`src/rtl/uart_tx_arbiter.sv`:
```
// uart_tx_arbiter: shares one UART transmitter between N_REQ clients.
// Round-robin arbitration per message; the grant is held across a multi-byte
// message for up to MAX_BURST bytes, then force-released.
// Ports:
//   clk, rst_n            clock, async active-low reset
//   req/req_byte/req_last per-client request, byte and end-of-message flag
//   ack                   1-cycle pulse when the client byte is taken by the UART
//   grant                 one-hot current owner, 0 when idle
//   uart_transmit         transmit strobe, held until the UART reports busy
//   uart_tx_byte          byte presented to the UART
//   uart_is_transmitting  UART busy flag
//   timeout_err           1-cycle pulse when the UART never started
//   busy                  arbiter not idle
module uart_tx_arbiter #(
  parameter int unsigned N_REQ         = 4,
  parameter int unsigned MAX_BURST     = 16,
  parameter int unsigned START_TIMEOUT = 1024
) (
  input  logic                 clk,
  input  logic                 rst_n,
  input  logic [N_REQ-1:0]     req,
  input  logic [8*N_REQ-1:0]   req_byte,
  input  logic [N_REQ-1:0]     req_last,
  output logic [N_REQ-1:0]     ack,
  output logic [N_REQ-1:0]     grant,
  output logic                 uart_transmit,
  output logic [7:0]           uart_tx_byte,
  input  logic                 uart_is_transmitting,
  output logic                 timeout_err,
  output logic                 busy
);

  localparam int unsigned PTR_W   = (N_REQ > 1) ? $clog2(N_REQ) : 1;
  localparam int unsigned BURST_W = $clog2(MAX_BURST + 1);
  localparam int unsigned TMO_W   = $clog2(START_TIMEOUT + 1);

  typedef enum logic [1:0] {IDLE, LAUNCH, WAIT_DONE} state_t;

  state_t               state_q, state_d;
  logic [PTR_W-1:0]     ptr_q, ptr_d;
  logic [PTR_W-1:0]     idx_q, idx_d;
  logic [N_REQ-1:0]     grant_q, grant_d;
  logic [7:0]           byte_q, byte_d;
  logic                 last_q, last_d;
  logic [BURST_W-1:0]   burst_q, burst_d;
  logic [TMO_W-1:0]     tmo_q, tmo_d;
  logic [N_REQ-1:0]     ack_q, ack_d;
  logic                 tmo_err_q, tmo_err_d;
  logic                 xmit_q, xmit_d;
  logic                 busy_q, busy_d;

  logic                 found;
  logic [PTR_W-1:0]     win_idx;

  function automatic logic [PTR_W-1:0] wrap_idx(input int unsigned v);
    return PTR_W'(v % N_REQ);
  endfunction

  function automatic logic [PTR_W-1:0] next_ptr(input logic [PTR_W-1:0] i);
    return (i == PTR_W'(N_REQ - 1)) ? '0 : i + PTR_W'(1);
  endfunction

  function automatic logic [N_REQ-1:0] onehot(input logic [PTR_W-1:0] i);
    logic [N_REQ-1:0] o;
    o    = '0;
    o[i] = 1'b1;
    return o;
  endfunction

  function automatic logic [7:0] byte_of(input logic [8*N_REQ-1:0] bytes,
                                         input logic [PTR_W-1:0]   i);
    logic [7:0] b;
    b = '0;
    for (int unsigned k = 0; k < N_REQ; k++) begin
      if (PTR_W'(k) == i) b = bytes[8*k +: 8];
    end
    return b;
  endfunction

  // Round-robin search starting at ptr: first requester at the lowest offset wins
  always_comb begin
    found   = 1'b0;
    win_idx = '0;
    for (int unsigned k = 0; k < N_REQ; k++) begin
      if (!found && req[wrap_idx(32'(ptr_q) + k)]) begin
        found   = 1'b1;
        win_idx = wrap_idx(32'(ptr_q) + k);
      end
    end
  end

  // Next-state and registered-output logic
  always_comb begin
    state_d   = state_q;
    ptr_d     = ptr_q;
    idx_d     = idx_q;
    grant_d   = grant_q;
    byte_d    = byte_q;
    last_d    = last_q;
    burst_d   = burst_q;
    tmo_d     = tmo_q;
    ack_d     = '0;
    tmo_err_d = 1'b0;
    xmit_d    = xmit_q;
    busy_d    = busy_q;

    case (state_q)
      IDLE: begin
        if (found && !uart_is_transmitting) begin
          grant_d = onehot(win_idx);
          idx_d   = win_idx;
          byte_d  = byte_of(req_byte, win_idx);
          last_d  = req_last[win_idx];
          burst_d = BURST_W'(1);
          tmo_d   = '0;
          xmit_d  = 1'b1;
          busy_d  = 1'b1;
          state_d = LAUNCH;
        end
      end
      LAUNCH: begin
        if (uart_is_transmitting) begin
          xmit_d  = 1'b0;
          ack_d   = grant_q;
          state_d = WAIT_DONE;
        end else if (tmo_q == TMO_W'(START_TIMEOUT - 1)) begin
          // UART never started: give up this owner, it re-arbitrates later
          xmit_d    = 1'b0;
          tmo_err_d = 1'b1;
          grant_d   = '0;
          ptr_d     = next_ptr(idx_q);
          busy_d    = 1'b0;
          state_d   = IDLE;
        end else if (tmo_q != TMO_W'(START_TIMEOUT)) begin
          tmo_d = tmo_q + TMO_W'(1);
        end
      end
      WAIT_DONE: begin
        if (!uart_is_transmitting) begin
          if (!last_q && req[idx_q] && (burst_q < BURST_W'(MAX_BURST))) begin
            byte_d  = byte_of(req_byte, idx_q);
            last_d  = req_last[idx_q];
            burst_d = burst_q + BURST_W'(1);
            tmo_d   = '0;
            xmit_d  = 1'b1;
            state_d = LAUNCH;
          end else begin
            grant_d = '0;
            ptr_d   = next_ptr(idx_q);
            busy_d  = 1'b0;
            state_d = IDLE;
          end
        end
      end
      default: begin
        grant_d = '0;
        xmit_d  = 1'b0;
        busy_d  = 1'b0;
        state_d = IDLE;
      end
    endcase
  end

  // State and output registers
  always_ff @(posedge clk or negedge rst_n) begin
    if (!rst_n) begin
      state_q   <= IDLE;
      ptr_q     <= '0;
      idx_q     <= '0;
      grant_q   <= '0;
      byte_q    <= '0;
      last_q    <= 1'b0;
      burst_q   <= '0;
      tmo_q     <= '0;
      ack_q     <= '0;
      tmo_err_q <= 1'b0;
      xmit_q    <= 1'b0;
      busy_q    <= 1'b0;
    end else begin
      state_q   <= state_d;
      ptr_q     <= ptr_d;
      idx_q     <= idx_d;
      grant_q   <= grant_d;
      byte_q    <= byte_d;
      last_q    <= last_d;
      burst_q   <= burst_d;
      tmo_q     <= tmo_d;
      ack_q     <= ack_d;
      tmo_err_q <= tmo_err_d;
      xmit_q    <= xmit_d;
      busy_q    <= busy_d;
    end
  end

  assign ack           = ack_q;
  assign grant         = grant_q;
  assign uart_transmit = xmit_q;
  assign uart_tx_byte  = byte_q;
  assign timeout_err   = tmo_err_q;
  assign busy          = busy_q;

endmodule

```
`config.mk`:
```
export PLATFORM = sky130hd
export DESIGN_NAME = uart_tx_arbiter
export DESIGN_NICKNAME = d
export VERILOG_FILES = /design/src/rtl/uart_tx_arbiter.sv
export SDC_FILE = /design/constraint.sdc
export NUM_CORES = 1
export LEC_CHECK = 0
export BUFFER_PORTS_ARGS = -buffer_cell sky130_fd_sc_hd__buf_2
export CAP_MARGIN = 10
export CORE_AREA = 2 2 62 94
export CTS_BUF_LIST = sky130_fd_sc_hd__clkbuf_2
export CTS_CLUSTER_SIZE = 14
export DETAILED_ROUTE_END_ITERATION = 8
export DIE_AREA = 0 0 64 96
export PLACE_DENSITY_LB_ADDON = 0.2
export SLEW_MARGIN = 10
export SYNTH_ARGS = -nofsm -noshare
export SYNTH_HDL_FRONTEND = slang
export SYNTH_SLANG_ARGS = --single-unit
```
`constraint.sdc`:
```
create_clock -name clk -period 2 [get_ports clk]
set_input_delay 0.2 -clock clk [delete_from_list [all_inputs] [get_ports clk]]
set_output_delay 0.2 -clock clk [all_outputs]
set_load 0.01 [all_outputs]
```
=== Word level (Yosys, flattened, before mapping) ===
Cells that the tools add are included.
W data, S select, Z words.

* Output and inout port bits: 19
* Word-level logic and storage cells: 155
* Input port bits: 43
* Bits in registers: 42

* Equality and inequality tests: 20
* Reduce and logical (&&, ||, !) cells: 25
* $add $sub $neg: 6
* Magnitude comparators: 8
* Multiplexer cells: 84

{| class="wikitable"
|+ Operator list
! cell !! number
|-
| $mux W8 || 11
|-
| $mux W11 || 6
|-
| $pmux W11 S3 || 1
|-
| $mux W4 || 7
|-
| $mux W1 || 27
|-
| $mux W2 || 13
|-
| $lt A2 B3 Y1 const B || 6
|-
| $ne A2 B2 Y1 const B || 8
|-
| $pmux W8 S2 || 1
|-
| $mux W5 || 3
|-
| $bmux W1 S2 || 7
|-
| $pmux W4 S3 || 1
|-
| $add A11 B1 Y11 const B || 1
|-
| $eq A11 B10 Y1 const B || 1
|-
| $ne A11 B11 Y1 const B || 1
|-
| $pmux W5 S2 || 1
|-
| $reduce_and A5 Y1 || 2
|-
| $eq A2 B2 Y1 const A || 4
|-
| $reduce_and A4 Y1 || 2
|-
| $logic_and A1 B1 Y1 || 7
|-
| $reduce_and A7 Y1 || 1
|-
| $logic_not A2 Y1 || 3
|-
| $pmux W1 S3 || 2
|-
| $pmux W2 S3 || 1
|-
| other kinds (17) || 26
|}

=== Depth between registers and ports, before layout ===
* Depth after elaboration: 19
* Depth in mapped cells: 9
* Gate-level depth less buffers: 8

=== Least setup slack after synthesis ===
Ideal clock, no wire load.

* Path kind: register -> register
* Start point: register tmo_q[0]
* End point: register grant_q[1] (netlist: grant[1])
* Required time: 1.878 ns
* Library setup time: 0.122 ns
* Stages on the path, launching flop included: 9
* Data arrival time: 2.075 ns
* Buffers on the path: 1
* Clock period less this slack: 2.197 ns
* Slack: -0.197 ns
* Cells stage by stage: dfrtp_1 -> ha_1 -> nand3_1 -> or4_1 -> clkbuf_1 -> a21oi_1 -> nor2_1 -> or3_1 -> a32o_1

* Longest elaborated chain between the ends: 3

{| class="wikitable"
|+ RTL lines
! what !! RTL line !! source
|-
| from (decl) || 46 || <nowiki>logic [TMO_W-1:0] tmo_q, tmo_d;</nowiki>
|-
| from (signal assigned) || 187 || <nowiki>tmo_q <= tmo_d;</nowiki>
|-
| $eq A11 B10 Y1 || 126 || <nowiki>end else if (tmo_q == TMO_W'(START_TIMEOUT - 1)) begin</nowiki>
|-
| $ne A2 B2 Y1 (no line) || - ||
|-
| $reduce_and A5 Y1 (no line) || - ||
|-
| to (signal assigned) || 183 || <nowiki>grant_q <= grant_d;</nowiki>
|-
| to (decl) || 42 || <nowiki>logic [N_REQ-1:0] grant_q, grant_d;</nowiki>
|}

Every way passes these cells.
A chain may end at the register's enable or synchronous reset.

=== Worst setup path in the final report ===
* Start point: register idx_q[0]
* End point: register grant_q[0] (netlist: grant[0])

* Longest elaborated chain between the ends: 6

{| class="wikitable"
|+ RTL lines
! what !! RTL line !! source
|-
| from (decl) || 41 || <nowiki>logic [PTR_W-1:0] idx_q, idx_d;</nowiki>
|-
| from (signal assigned) || 182 || <nowiki>idx_q <= idx_d;</nowiki>
|-
| $bmux W1 S2 || 140 || <nowiki>if (!last_q && req[idx_q] && (burst_q < BURST_W'(MAX_BURST))) begin</nowiki>
|-
| $mux W1 (implied by the code) || 140 ||
|-
| $logic_and A1 B1 Y1 (2 in a row) || 140 ||
|-
| $ne A2 B2 Y1 (no line) || - ||
|-
| $reduce_and A5 Y1 (no line) || - ||
|}

Every way passes these cells. The select of a mux whose other input is x is not followed.

==> flow_summary.html <==
<table>
<tr><th>Metric</th><th>Value</th></tr>
<tr><th colspan="2">Timing</th></tr>
<tr><td>RSZ-0062 raised after global routing</td><td>true</td></tr>
<tr><td>Fmax</td><td>496.4 MHz</td></tr>
<tr><td>Final count of pins violating max slew</td><td>0</td></tr>
<tr><td>Final worst slack</td><td>-0.01457 ns</td></tr>
<tr><td>Final hold viol count</td><td>0</td></tr>
<tr><td>Slew @ Worst Pin</td><td>0.6234 ns</td></tr>
<tr><td>Final count of negative-setup-slack endpoints</td><td>2</td></tr>
<tr><td>Relative slew slack</td><td>58.44%</td></tr>
<tr><td>Fin Clk Skew</td><td>0.01688 ns</td></tr>
<tr><td>Shortest clock period the worst path allows after layout</td><td>2.015 ns</td></tr>
<tr><td>Part of the cycle the worst path needs</td><td>100.7%</td></tr>
<tr><th colspan="2">Run status</th></tr>
<tr><td>Violations in the final reports</td><td>setup timing</td></tr>
<tr><td>Result of the run</td><td>finished, violations left</td></tr>
<tr><th colspan="2">Detailed routing</th></tr>
<tr><td>Highest metal layer with signal wires</td><td>met4</td></tr>
<tr><td>Wire length per cell</td><td>15.98 µm</td></tr>
<tr><td>Total detailed-routing wirelength</td><td>7014 µm</td></tr>
<tr><td>DR WL met2</td><td>3798 µm</td></tr>
<tr><td>Routed length on met3</td><td>332 µm</td></tr>
<tr><td>Vias/cell</td><td>5.888</td></tr>
<tr><td>Number of DRC violations after detailed routing</td><td>0</td></tr>
<tr><td>Routed vias</td><td>2585</td></tr>
<tr><td>Antenna Violating Nets Remaining</td><td>0</td></tr>
<tr><td>Detailed-routing iteration count for the pre-antenna-repair pass</td><td>4</td></tr>
<tr><td>Total routed wire length on the met1 layer</td><td>2724 µm</td></tr>
<tr><td>Drt initial violations</td><td>94</td></tr>
<tr><th colspan="2">Critical path</th></tr>
<tr><td>CP Capture Type</td><td>flop</td></tr>
<tr><td>Crit. Startpoint</td><td>idx_q[0]</td></tr>
<tr><td>Critical-path top delay cell</td><td>sky130_fd_sc_hd__mux4_2</td></tr>
<tr><td>Peak fanout along the critical path</td><td>5</td></tr>
<tr><td>Signal arrival time at the worst endpoint</td><td>2.34 ns</td></tr>
<tr><td>Sort of element at the start of the critical path</td><td>flop</td></tr>
<tr><td>Reg-to-reg endpoint</td><td>grant[0]</td></tr>
<tr><td>End of the critical path</td><td>grant[0]</td></tr>
<tr><td>Cell count along the critical path</td><td>6</td></tr>
<tr><td>Critical path, cell by cell</td><td>mux4_2, and2_1, a21oi_1, nor2_1, or3_4, a32o_1</td></tr>
<tr><td>Count of buffering cells on the critical path with inverters included</td><td>0</td></tr>
<tr><td>Path type of the worst setup path</td><td>flop to flop</td></tr>
<tr><td>Slack of the worst reg-to-reg path</td><td>-0.01 ns</td></tr>
<tr><td>Critical register-to-register path startpoint</td><td>idx_q[0]</td></tr>
<tr><td>Delay of the slowest cell on the worst path</td><td>0.53 ns</td></tr>
<tr><td>Length in cells of the worst reg-to-reg path</td><td>6</td></tr>
<tr><td>Worst Path Required</td><td>2.33 ns</td></tr>
<tr><td>Largest delay share family, worst path</td><td>simple AND/OR/NAND/NOR gates</td></tr>
<tr><th colspan="2">Clock tree</th></tr>
<tr><td>Clock root buffer master</td><td>sky130_fd_sc_hd__clkbuf_2</td></tr>
<tr><td>Clock tree from TritonCTS</td><td>yes</td></tr>
<tr><td>Clock insertion delay at the later pin of the skew report</td><td>0.41 ns</td></tr>
<tr><td>CTS buffer count</td><td>5</td></tr>
<tr><td>Clock transition at the registers of the reported paths</td><td>0.21 ns</td></tr>
<tr><td>Clock sink total</td><td>42</td></tr>
<tr><td>H-tree levels</td><td>2</td></tr>
<tr><td>Maximum buffer depth of the clock tree</td><td>2</td></tr>
<tr><th colspan="2">Yosys</th></tr>
<tr><td>Sequential element share of the synthesized area</td><td>40.68%</td></tr>
<tr><td>Post-synthesis average cell area</td><td>8.940 µm²</td></tr>
<tr><td>Synth top area share</td><td>40.68%</td></tr>
<tr><td>Ys async rst share</td><td>100.0%</td></tr>
<tr><td>Top area cells in the synthesized netlist</td><td>sky130_fd_sc_hd__dfrtp_1 (41%), sky130_fd_sc_hd__a21oi_1 (5.6%), sky130_fd_sc_hd__nand2_1 (5.4%)</td></tr>
<tr><td>Cell accounting for the most synthesized area</td><td>sky130_fd_sc_hd__dfrtp_1</td></tr>
<tr><td>Post-synthesis cell count</td><td>289</td></tr>
<tr><td>Count of flip-flops with a built-in enable after synthesis</td><td>0</td></tr>
<tr><td>#FFs+latches synth</td><td>42</td></tr>
<tr><td>Top cells by instance count after synthesis</td><td>sky130_fd_sc_hd__dfrtp_1 (42), sky130_fd_sc_hd__nand2_1 (37), sky130_fd_sc_hd__a21oi_1 (29)</td></tr>
<tr><td>Most used DFF post-synth</td><td>sky130_fd_sc_hd__dfrtp_1</td></tr>
<tr><td>Netlist Area Pre-Place</td><td>2584 µm²</td></tr>
<tr><td>Warnings from Yosys</td><td>0</td></tr>
<tr><td>Count of cell types in the netlist</td><td>47</td></tr>
<tr><td>Library cell with the highest instance count after synthesis</td><td>sky130_fd_sc_hd__dfrtp_1</td></tr>
<tr><td>Mapped Nets</td><td>339</td></tr>
<tr><th colspan="2">Place</th></tr>
<tr><td>Post-placement cell count</td><td>430</td></tr>
<tr><td>DP HPWL</td><td>5222 µm</td></tr>
<tr><td>Buffers added on ports</td><td>61</td></tr>
<tr><td>Routability congestion estimate from global placement</td><td>0.8636</td></tr>
<tr><th colspan="2">Global route</th></tr>
<tr><td>Global-route wire length before repair</td><td>11690 µm</td></tr>
<tr><td>Final global-route overflow total</td><td>0</td></tr>
<tr><td>Number of antenna violations at the first check in global routing</td><td>0</td></tr>
<tr><td>Number of global-route vias before repair</td><td>2599</td></tr>
<tr><td>Largest net degree at the start of global routing</td><td>43</td></tr>
<tr><td>Combined global-route utilization of all metal layers</td><td>24.37%</td></tr>
<tr><th colspan="2">Job</th></tr>
<tr><td>Max_cap viols</td><td>0</td></tr>
<tr><th colspan="2">Power</th></tr>
<tr><td>Max VDD drop</td><td>0.0008848 V</td></tr>
<tr><td>Post-layout total power</td><td>0.004015 W</td></tr>
<tr><td>Cell area power density</td><td>1230 nW/µm²</td></tr>
<tr><td>Leakage component of the power</td><td>1.566 nW</td></tr>
<tr><th colspan="2">Cells and area</th></tr>
<tr><td># diodes</td><td>0</td></tr>
<tr><td>Final Instance Count excl. Fillers</td><td>439</td></tr>
<tr><td>Fraction of final layout cells sized beyond drive strength 1</td><td>32.79%</td></tr>
<tr><td>Fin nets</td><td>419</td></tr>
<tr><td>Area growth from synthesis to final layout</td><td>26.30%</td></tr>
<tr><th colspan="2">Die</th></tr>
<tr><td>Boundary pin count</td><td>62</td></tr>
<tr><td>Floorplan row count</td><td>33</td></tr>
<tr><td>Area of the core</td><td>5326 µm²</td></tr>
<tr><td>Starting density of the core</td><td>48.51%</td></tr>
<tr><td>Chip width</td><td>64 µm</td></tr>
<tr><td>Die area</td><td>6144 µm²</td></tr>
<tr><td>Vertical die dimension</td><td>96 µm</td></tr>
<tr><th colspan="2">Min path</th></tr>
<tr><td>Path type of the worst min-delay path</td><td>input pin to flop</td></tr>
</table>
==> state kept, by name, summed over array words and instances (netlist names) <==
| name | count |
|---|---|
| idx_q | 2 |
| state_q | 2 |
| tmo_q | 11 |
| grant | 4 |
| last_q | 1 |
| busy | 1 |
| uart_tx_byte | 8 |
| ptr_q | 2 |
| burst_q | 5 |
| uart_transmit | 1 |
| timeout_err | 1 |
| ack | 4 |
==> worst min path at each step <==
stage,from,endpoint,slack [ns],cells past startpoint
finish,uart_is_transmitting,timeout_err,0.14,3
global route,uart_is_transmitting,timeout_err,0.14,3
CTS,uart_is_transmitting,timeout_err,0.14,3
detailed placement,rst_n,ack[3],0.31,2
global placement,rst_n,ack[3],0.31,2
floorplan,rst_n,ack[0],-0.1,0
==> cells by family (layout without fill, tap and decap cells) <==
logic type | count (synthesis) | in the layout | synth area share [%]
AND/OR/NAND/NOR | 112 | 112 | 21.45
AO/OA/AOI/OAI | 86 | 86 | 22.52
flip-flops | 42 | 42 | 40.68
buffers and inverters | 24 | 104 | 3.777
multiplexers | 14 | 14 | 6.828
adder cells (fa/ha/maj) | 7 | 7 | 3.390
XOR/XNOR | 4 | 4 | 1.356
==> per-layer routing <==
metal / global-route usage, % / vias up
met5: 0 / -
met4: 10.14 / 0
met3: 3.392 / 18
met2: 48.00 / 92
met1: 25.34 / 1248
li1: - / 1227
==> through the flow <==
stage / hold WS [ns] / utilization [%] / instance area [µm²] / setup TNS [ns] / setup slack [ns]
detailed placement: 0.3089 / 58.89 / 3137 / -0.7517 / -0.1055
global route: 0.1416 / 61.26 / 3263 / -0.4064 / -0.1114
global placement: 0.3081 / 58.89 / 3137 / -0.2047 / -0.03540
floorplan: -0.09559 / - / 2616 / -0.05691 / -0.03386
finish: 0.1421 / 61.26 / 3263 / -0.02173 / -0.01457
CTS: 0.1358 / 60.02 / 3197 / -0.002125 / -0.002125
==> cell type report <==
cell class | count | area (µm²)
Fill cell | 499 | 2063
Multi-Input combinational cell | 223 | 1525
Sequential cell | 42 | 1051
Timing Repair Buffer | 90 | 538.0
Tap cell | 70 | 87.58
Inverter | 7 | 26.28
Clock buffer | 5 | 25.02
Clock inverter | 2 | 10.01
==> tightest hold or removal path: cells and delay by family <==
kind	cells	cell delay, ns
and+or+nand+nor	1	0.08
buffers and inverters	2	0.26
==> cells in the final DEF (no fill, tap or decap), types with 4 or more instances in the layout <==
master                     synthesis  routed
sky130_fd_sc_hd__nor2b_1          10       9
sky130_fd_sc_hd__a32oi_1           7       7
sky130_fd_sc_hd__a21oi_1          29      28
sky130_fd_sc_hd__nand2_1          37      36
sky130_fd_sc_hd__a22o_1            7       7
sky130_fd_sc_hd__clkbuf_2          0       5
sky130_fd_sc_hd__mux2i_1           9       9
sky130_fd_sc_hd__nand2b_1          5       5
sky130_fd_sc_hd__o22ai_1           5       4
sky130_fd_sc_hd__dfrtp_1          42      42
sky130_fd_sc_hd__nor2_1           16      16
sky130_fd_sc_hd__buf_4             0      27
sky130_fd_sc_hd__o21ai_0           8       6
sky130_fd_sc_hd__buf_2             0      61
sky130_fd_sc_hd__ha_1              7       5
sky130_fd_sc_hd__inv_1             7       7
sky130_fd_sc_hd__nand4_1           5       5
sky130_fd_sc_hd__a221oi_2          0       4
sky130_fd_sc_hd__nor3_1           11      11
sky130_fd_sc_hd__and3_1            6       6
sky130_fd_sc_hd__nand3_1           6       4
==> timing repair <==
| action | 4_1_cts | 5_1_grt |
|---|---|---|
| gates resized for setup | 4 | 16 |
| endpoints found under the setup margin | 20 | 23 |
| pin swaps | 1 | 8 |
| hold buffers | 1 | 0 |
| hold endpoints to repair | 42 | 0 |
| buffers inserted | 0 | 1 |
==> where the power goes <==
part / internal [W] / switching (W) / total [W]
logic: 0.00107 / 0.00130 / 0.00237
registers: 0.00110 / 0.000188 / 0.00129
clock network: 0.0000759 / 0.000279 / 0.000355
total: 0.00225 / 0.00177 / 0.00401
Note: power is estimated with default switching activity, not from simulation.
